===== config.mk =====
export PLATFORM = sky130hd
export DESIGN_NAME = imm_gen_pipe_flat
export DESIGN_NICKNAME = d
export VERILOG_FILES = /design/src/rtl/imm_gen_pipe_pkg.sv /design/src/rtl/imm_gen_pipe_if.sv /design/src/rtl/imm_gen_pipe_decode.sv /design/src/rtl/imm_gen_pipe.sv /design/src/flat_wrapper.sv
export SDC_FILE = /design/constraint.sdc
export NUM_CORES = 1
export LEC_CHECK = 0
export CAP_MARGIN = 10
export CORE_MARGIN = 4
export CORE_UTILIZATION = 55
export CTS_BUF_LIST = sky130_fd_sc_hd__clkbuf_8
export CTS_CLUSTER_DIAMETER = 150
export CTS_CLUSTER_SIZE = 30
export DETAILED_ROUTE_END_ITERATION = 8
export PLACE_DENSITY_LB_ADDON = 0.1
export SLEW_MARGIN = 20
export SYNTH_ARGS = -nofsm -noshare
export SYNTH_HDL_FRONTEND = slang
export SYNTH_SLANG_ARGS = --single-unit
export TNS_END_PERCENT = 30

===== constraint.sdc =====
create_clock -name clk -period 2.7 [get_ports clk]
set_input_delay 0.54 -clock clk [delete_from_list [all_inputs] [get_ports clk]]
set_output_delay 0.54 -clock clk [all_outputs]
set_load 0.05 [all_outputs]

===== src/rtl/imm_gen_pipe_pkg.sv =====
// Shared types and opcode constants for the registered RV immediate generator.
package imm_gen_pipe_pkg;

    typedef enum logic [2:0] {
        ImmNone = 3'd0,
        ImmI    = 3'd1,
        ImmS    = 3'd2,
        ImmB    = 3'd3,
        ImmU    = 3'd4,
        ImmJ    = 3'd5,
        ImmZ    = 3'd6
    } imm_type_e;

    localparam logic [6:0] OpLoad    = 7'b0000011;
    localparam logic [6:0] OpImm     = 7'b0010011;
    localparam logic [6:0] OpJalr    = 7'b1100111;
    localparam logic [6:0] OpImm32   = 7'b0011011;
    localparam logic [6:0] OpStore   = 7'b0100011;
    localparam logic [6:0] OpBranch  = 7'b1100011;
    localparam logic [6:0] OpLui     = 7'b0110111;
    localparam logic [6:0] OpAuipc   = 7'b0010111;
    localparam logic [6:0] OpJal     = 7'b1101111;
    localparam logic [6:0] OpSystem  = 7'b1110011;
    localparam logic [6:0] OpOp      = 7'b0110011;
    localparam logic [6:0] OpMiscMem = 7'b0001111;
    localparam logic [6:0] OpOp32    = 7'b0111011;

endpackage


===== src/rtl/imm_gen_pipe_if.sv =====
// Fetch-side and decode-side valid/ready bundle of the immediate generator.
interface imm_gen_pipe_if #(
    parameter int unsigned XLEN = 32
) ();
    import imm_gen_pipe_pkg::*;

    logic            in_valid;
    logic            in_ready;
    logic [31:0]     in_instr;
    logic [XLEN-1:0] in_pc;
    logic            out_valid;
    logic            out_ready;
    logic [31:0]     out_instr;
    logic [XLEN-1:0] out_pc;
    logic [XLEN-1:0] out_imm;
    imm_type_e       out_type;
    logic            out_illegal;
    logic [XLEN-1:0] out_target;

    modport master (
        output in_valid, in_instr, in_pc, out_ready,
        input  in_ready, out_valid, out_instr, out_pc, out_imm, out_type, out_illegal,
        out_target
    );

    modport slave (
        input  in_valid, in_instr, in_pc, out_ready,
        output in_ready, out_valid, out_instr, out_pc, out_imm, out_type, out_illegal,
        out_target
    );

endinterface


===== src/rtl/imm_gen_pipe_decode.sv =====
// Combinational immediate decoder: classifies the format, extends to XLEN, flags illegal opcodes.
module imm_gen_pipe_decode
    import imm_gen_pipe_pkg::*;
#(
    parameter int unsigned XLEN = 32
) (
    input  logic [31:0]     instr_i,
    output logic [XLEN-1:0] imm_o,
    output imm_type_e       type_o,
    output logic            illegal_o
);

    logic [31:0] imm32;

    always_comb begin
        imm32     = '0;
        type_o    = ImmNone;
        illegal_o = 1'b0;
        case (instr_i[6:0])
            OpLoad, OpImm, OpJalr: begin
                type_o = ImmI;
                imm32  = {{20{instr_i[31]}}, instr_i[31:20]};
            end
            OpImm32: begin
                if (XLEN == 64) begin
                    type_o = ImmI;
                    imm32  = {{20{instr_i[31]}}, instr_i[31:20]};
                end else begin
                    illegal_o = 1'b1;
                end
            end
            OpStore: begin
                type_o = ImmS;
                imm32  = {{20{instr_i[31]}}, instr_i[31:25], instr_i[11:7]};
            end
            OpBranch: begin
                type_o = ImmB;
                imm32  = {{19{instr_i[31]}}, instr_i[31], instr_i[7], instr_i[30:25],
                          instr_i[11:8], 1'b0};
            end
            OpLui, OpAuipc: begin
                type_o = ImmU;
                imm32  = {instr_i[31:12], 12'b0};
            end
            OpJal: begin
                type_o = ImmJ;
                imm32  = {{11{instr_i[31]}}, instr_i[31], instr_i[19:12], instr_i[20],
                          instr_i[30:21], 1'b0};
            end
            OpSystem: begin
                // funct3[2] selects the CSR-immediate forms; the rest carry no immediate
                if (instr_i[14]) begin
                    type_o = ImmZ;
                    imm32  = {27'b0, instr_i[19:15]};
                end
            end
            OpOp, OpMiscMem: ;
            OpOp32: illegal_o = (XLEN != 64);
            default: illegal_o = 1'b1;
        endcase
    end

    always_comb begin
        if (type_o == ImmZ) begin
            imm_o = XLEN'(imm32);
        end else begin
            imm_o = XLEN'($signed(imm32));
        end
    end

endmodule


===== src/rtl/imm_gen_pipe.sv =====
// Registered immediate generator: decode + target adder ahead of a 2-entry skid/output pair.
module imm_gen_pipe
    import imm_gen_pipe_pkg::*;
#(
    parameter int unsigned XLEN       = 32,
    parameter int unsigned GEN_TARGET = 1
) (
    input  logic          clk,
    input  logic          rst_n,
    input  logic          flush,
    imm_gen_pipe_if.slave bus
);

    typedef struct packed {
        logic [31:0]     instr;
        logic [XLEN-1:0] pc;
        logic [XLEN-1:0] imm;
        logic [XLEN-1:0] target;
        imm_type_e       ty;
        logic            illegal;
    } beat_t;

    beat_t           in_beat;
    beat_t           skid_q, skid_d, out_q, out_d;
    logic            skid_valid_q, skid_valid_d;
    logic            out_valid_q, out_valid_d;
    logic            accept, out_load;
    logic [XLEN-1:0] dec_imm;
    imm_type_e       dec_type;
    logic            dec_illegal;

    imm_gen_pipe_decode #(
        .XLEN(XLEN)
    ) u_decode (
        .instr_i  (bus.in_instr),
        .imm_o    (dec_imm),
        .type_o   (dec_type),
        .illegal_o(dec_illegal)
    );

    always_comb begin
        in_beat.instr   = bus.in_instr;
        in_beat.pc      = bus.in_pc;
        in_beat.imm     = dec_imm;
        in_beat.ty      = dec_type;
        in_beat.illegal = dec_illegal;
        in_beat.target  = (GEN_TARGET != 0) ? bus.in_pc + dec_imm : '0;
    end

    // in_ready depends only on flops and flush, never on out_ready
    assign bus.in_ready = !skid_valid_q && !flush;
    assign accept       = bus.in_valid && bus.in_ready;
    assign out_load     = !out_valid_q || bus.out_ready;

    always_comb begin
        skid_d       = skid_q;
        skid_valid_d = skid_valid_q;
        out_d        = out_q;
        out_valid_d  = out_valid_q;
        if (flush) begin
            skid_valid_d = 1'b0;
            out_valid_d  = 1'b0;
        end else if (out_load) begin
            if (skid_valid_q) begin
                out_d        = skid_q;
                out_valid_d  = 1'b1;
                skid_valid_d = accept;
                if (accept) skid_d = in_beat;
            end else begin
                out_valid_d = accept;
                if (accept) out_d = in_beat;
            end
        end else if (accept) begin
            skid_d       = in_beat;
            skid_valid_d = 1'b1;
        end
    end

    always_ff @(posedge clk or negedge rst_n) begin
        if (!rst_n) begin
            skid_q       <= '0;
            skid_valid_q <= 1'b0;
            out_q        <= '0;
            out_valid_q  <= 1'b0;
        end else begin
            skid_q       <= skid_d;
            skid_valid_q <= skid_valid_d;
            out_q        <= out_d;
            out_valid_q  <= out_valid_d;
        end
    end

    assign bus.out_valid   = out_valid_q;
    assign bus.out_instr   = out_q.instr;
    assign bus.out_pc      = out_q.pc;
    assign bus.out_imm     = out_q.imm;
    assign bus.out_type    = out_q.ty;
    assign bus.out_illegal = out_q.illegal;
    assign bus.out_target  = out_q.target;

endmodule


===== src/flat_wrapper.sv =====
// flat-port wrapper written by rule: the top's interface ports become plain ports
module imm_gen_pipe_flat import imm_gen_pipe_pkg::*;
#(
    parameter int unsigned XLEN       = 32,
    parameter int unsigned GEN_TARGET = 1
)
  (clk, rst_n, flush, bus_in_valid, bus_in_instr, bus_in_pc, bus_out_ready, bus_in_ready, bus_out_valid, bus_out_instr, bus_out_pc, bus_out_imm, bus_out_type, bus_out_illegal, bus_out_target);
  imm_gen_pipe_if #(.XLEN(XLEN)) bus_i ();
  input  logic clk;
  input  logic rst_n;
  input  logic flush;
  input wire logic [$bits(bus_i.in_valid)-1:0] bus_in_valid;
  input wire logic [$bits(bus_i.in_instr)-1:0] bus_in_instr;
  input wire logic [$bits(bus_i.in_pc)-1:0] bus_in_pc;
  input wire logic [$bits(bus_i.out_ready)-1:0] bus_out_ready;
  output wire logic [$bits(bus_i.in_ready)-1:0] bus_in_ready;
  output wire logic [$bits(bus_i.out_valid)-1:0] bus_out_valid;
  output wire logic [$bits(bus_i.out_instr)-1:0] bus_out_instr;
  output wire logic [$bits(bus_i.out_pc)-1:0] bus_out_pc;
  output wire logic [$bits(bus_i.out_imm)-1:0] bus_out_imm;
  output wire logic [$bits(bus_i.out_type)-1:0] bus_out_type;
  output wire logic [$bits(bus_i.out_illegal)-1:0] bus_out_illegal;
  output wire logic [$bits(bus_i.out_target)-1:0] bus_out_target;
  assign bus_i.in_valid = bus_in_valid;
  assign bus_i.in_instr = bus_in_instr;
  assign bus_i.in_pc = bus_in_pc;
  assign bus_i.out_ready = bus_out_ready;
  assign bus_in_ready = bus_i.in_ready;
  assign bus_out_valid = bus_i.out_valid;
  assign bus_out_instr = bus_i.out_instr;
  assign bus_out_pc = bus_i.out_pc;
  assign bus_out_imm = bus_i.out_imm;
  assign bus_out_type = bus_i.out_type;
  assign bus_out_illegal = bus_i.out_illegal;
  assign bus_out_target = bus_i.out_target;
  imm_gen_pipe #(.XLEN(XLEN), .GEN_TARGET(GEN_TARGET)) u_core (.clk(clk), .rst_n(rst_n), .flush(flush), .bus(bus_i));
endmodule

==> flow_metrics.tcl <==
set metrics [dict create \
    required_ns 3.14 \
    final_common_cell "dfrtp_1" \
    nNetsFinal 1777 \
    slew_headroom_pct 42.8 \
    violations "negative setup slack" \
    antenna_found_initial 0 \
    tritoncts "done" \
    final.period_utilization_pct 124 \
    ys.flop_type "dfrtp_1" \
    r2r_cells 4 \
    num_vias 11100 \
    diodes 0 \
    core_mm2 0.0229 \
    clk_pin_slew_ns 0.19 \
    grt_first_pass_wirelength_mm 59.6 \
    setup_viol 54 \
    synth_area_leaders "dfrtp_1 51%, o21ai_0 7.5%, mux2_2 7.1%, nand2_1 6.0%, mux2i_1 5.8%" \
    worstPathArrival_ns 3.79 \
    maxSlewViolCount 0 \
    grt_setup_unrepaired "true" \
    synthDistinctLibCells 59 \
    die_y_um 161 \
    grt_max_degree 124 \
    syn_inst 1308 \
    gr-total-overflow 0 \
    rows 55 \
    drtAntennaViolNets 0 \
    syn_avg_cell_area_um2 9.89 \
    hold_viol_final 0 \
    ff2ff_setup_slack_ns 0.63 \
    hold_path_end "u_core.skid_q[105]" \
    firstDrtPassIters 5 \
    hold_class "in2reg" \
    cts.sinks 266 \
    drv_cap 0 \
    dpl.cell_count 1944 \
    grt_pass1_vias 11200 \
    synthesis.area_mm2 0.0129 \
    utilization_pct 77.2 \
    path_class "in2reg" \
    drt_iter0_markers 842 \
    synth_top_area_share_pct 51.5 \
    clock_path_buffers 3 \
    dp_hpwl_mm 26.8 \
    cts-htree-levels 1 \
    wl_per_cell_um 18.7 \
    synth-seq-area-share_pct 51.5 \
    start_util_pct 56.4 \
    die_area_mm2 0.0260 \
    path_max_fanout 5 \
    status "finished, violations left" \
    crit_start "bus_in_instr[3]" \
    p_leak_nw 8.16 \
    ys_warn_count 0 \
    worst_slack_ns -0.657 \
    clock_skew_ns 0.0356 \
    reg2reg_from "u_core.skid_valid_q" \
    min-delay-start "bus_in_instr[5]" \
    fin_setup_tns_ns -22.47 \
    ys_async_sr_fraction_pct 100 \
    synth-edff-count 0 \
    die_x_um 161 \
    hold_path_depth 2 \
    vdd_ir_drop_max_mv 0.458 \
    io_pins 203 \
    power_mw 9.79 \
    clock_latency_ns 0.56 \
    ctsRootBufferMaster "clkbuf_8" \
    start_kind "input port" \
    r2r_end "u_core.skid_q[78]" \
    viasPerCell 5.56 \
    drc_errors 0 \
    tightestPinTransition_ns 0.858 \
    routed_wl_mm 37.2 \
    final_cell_mix "265 x dfrtp_1, 212 x buf_4, 203 x nand2_1, 192 x clkdlybuf4s50_1, 166 x o21ai_0" \
    finalCriticalPeriod_ns 3.36 \
    synth-seq-cells 266 \
    drive_above_1_share_pct 26.2 \
    io_buffers 202 \
    grt_use_total_pct 28.3 \
    areaGrowthSynthToFinish_pct 36.8 \
    endpoint_kind "flop" \
    cts_made_buffers 12 \
    place.gp.congestion 0.956 \
    fillCellCount 1596 \
    finalNonFillerCells 1990 \
    synth_top_area_cell "dfrtp_1" \
    syn-num-nets 1409 \
    fmax_mhz 298 \
    p_per_area_mw_per_mm2 553 \
]
[how the worst max path moves through the flow]
stage / end / cells past startpoint
floorplan: u_core.skid_q[34] / 15
global placement: u_core.skid_q[28] / 16
detailed placement: u_core.bus.out_target[25] / 17
CTS: u_core.skid_q[34] / 18
global route: u_core.skid_q[34] / 18
finish: u_core.skid_q[34] / 18
[synth_stat cells, drive strengths merged (2+ instances only)]
cell type  instances
o211ai             3
mux2i             75
nand2            208
nand3              7
o21a               6
a21bo              3
ha                31
o21bai             5
xnor2             11
o21ai            199
and3               6
a211oi             4
nor2              80
buf               16
o31ai              3
a21oi            110
a41oi              2
nor2b              6
inv               38
a222oi             4
mux2              82
nor3              11
clkbuf            60
dfrtp            266
nand2b             5
a2bb2oi            2
a21o              15
a31oi              6
nand4              5
nor3b              4
xor2              17
[critical path: stages]
cell	delay, ns
buf_6	0.09
nand3b_1	0.18
buf_6	0.15
buf_6	0.11
nor3_4	0.30
buf_6	0.15
a222oi_1	0.07
buf_4	0.19
fa_2	0.37
nor2b_4	0.13
o31a_1	0.24
o31ai_4	0.10
o211ai_2	0.19
a21oi_4	0.10
o31ai_4	0.30
a41oi_2	0.16
xnor2_1	0.17
mux2_2	0.26
[layer usage]
layer	global-route usage [%]	part of all wire [%]	wire length (um)	vias to the layer above
met2	47.2	48	18000	339
met4	7.99	3.1	1140	0
met3	4.67	5.9	2180	62
met5	0	0	0	-
met1	38.7	43	15900	5421
li1	-	-	-	5250
[per-stage QoR]
step	cell area (um^2)	setup slack, ns	hold slack, ns
after CTS	17600	-0.533	0.312
after global placement	16700	-1.64	0.454
after floorplan	13000	-0.843	0.244
after global routing	17700	-0.734	0.312
after detailed placement	16700	-1.70	0.467
final	17700	-0.657	0.320
[kinds of logic after synthesis]
family / count (synthesis) / synth area share (%)
multiplexers: 157 / 12.9
adder cells (fa/ha/maj): 32 / 3.15
buffers and inverters: 114 / 3.42
flip-flops: 266 / 51.5
AND/OR/NAND/NOR: 339 / 10.8
AO/OA/AOI/OAI: 372 / 16.3
XOR/XNOR: 28 / 1.90
[state kept, by name, indices dropped and copies added, names as in the netlist]
register	flops
u_core.bus.out_pc	32
u_core.bus.out_imm	32
u_core.bus.out_instr	32
u_core.bus.out_valid	1
u_core.bus.out_illegal	1
u_core.skid_q	132
u_core.bus.out_type	3
u_core.skid_valid_q	1
u_core.bus.out_target	32
[layout make-up]
class	instances	area (um^2)	area share (%)
clock inverters	2	33.8	0.191
clock buffers	13	179	1.01
repair buffers	430	3890	22.0
well taps	313	392	2.21
flip-flops and latches	266	6660	37.6
multi-input cells	928	6390	36.1
inverters	38	150	0.849
[timing repair]
item | in CTS | in global routing
gates resized for setup | 140 | 28
gates cloned | 1 | 0
pin swaps | 50 | 28
hold buffers | 1 | 0
setup endpoints to repair | 59 | 56
endpoints found under the hold margin | 52 | 0
setup buffers | 25 | 11
[power breakdown]
part,switching (mW),internal (mW)
clock network,1.19,0.541
registers,0.366,4.63
logic,1.83,1.23
(Power assumes the default switching activity.)
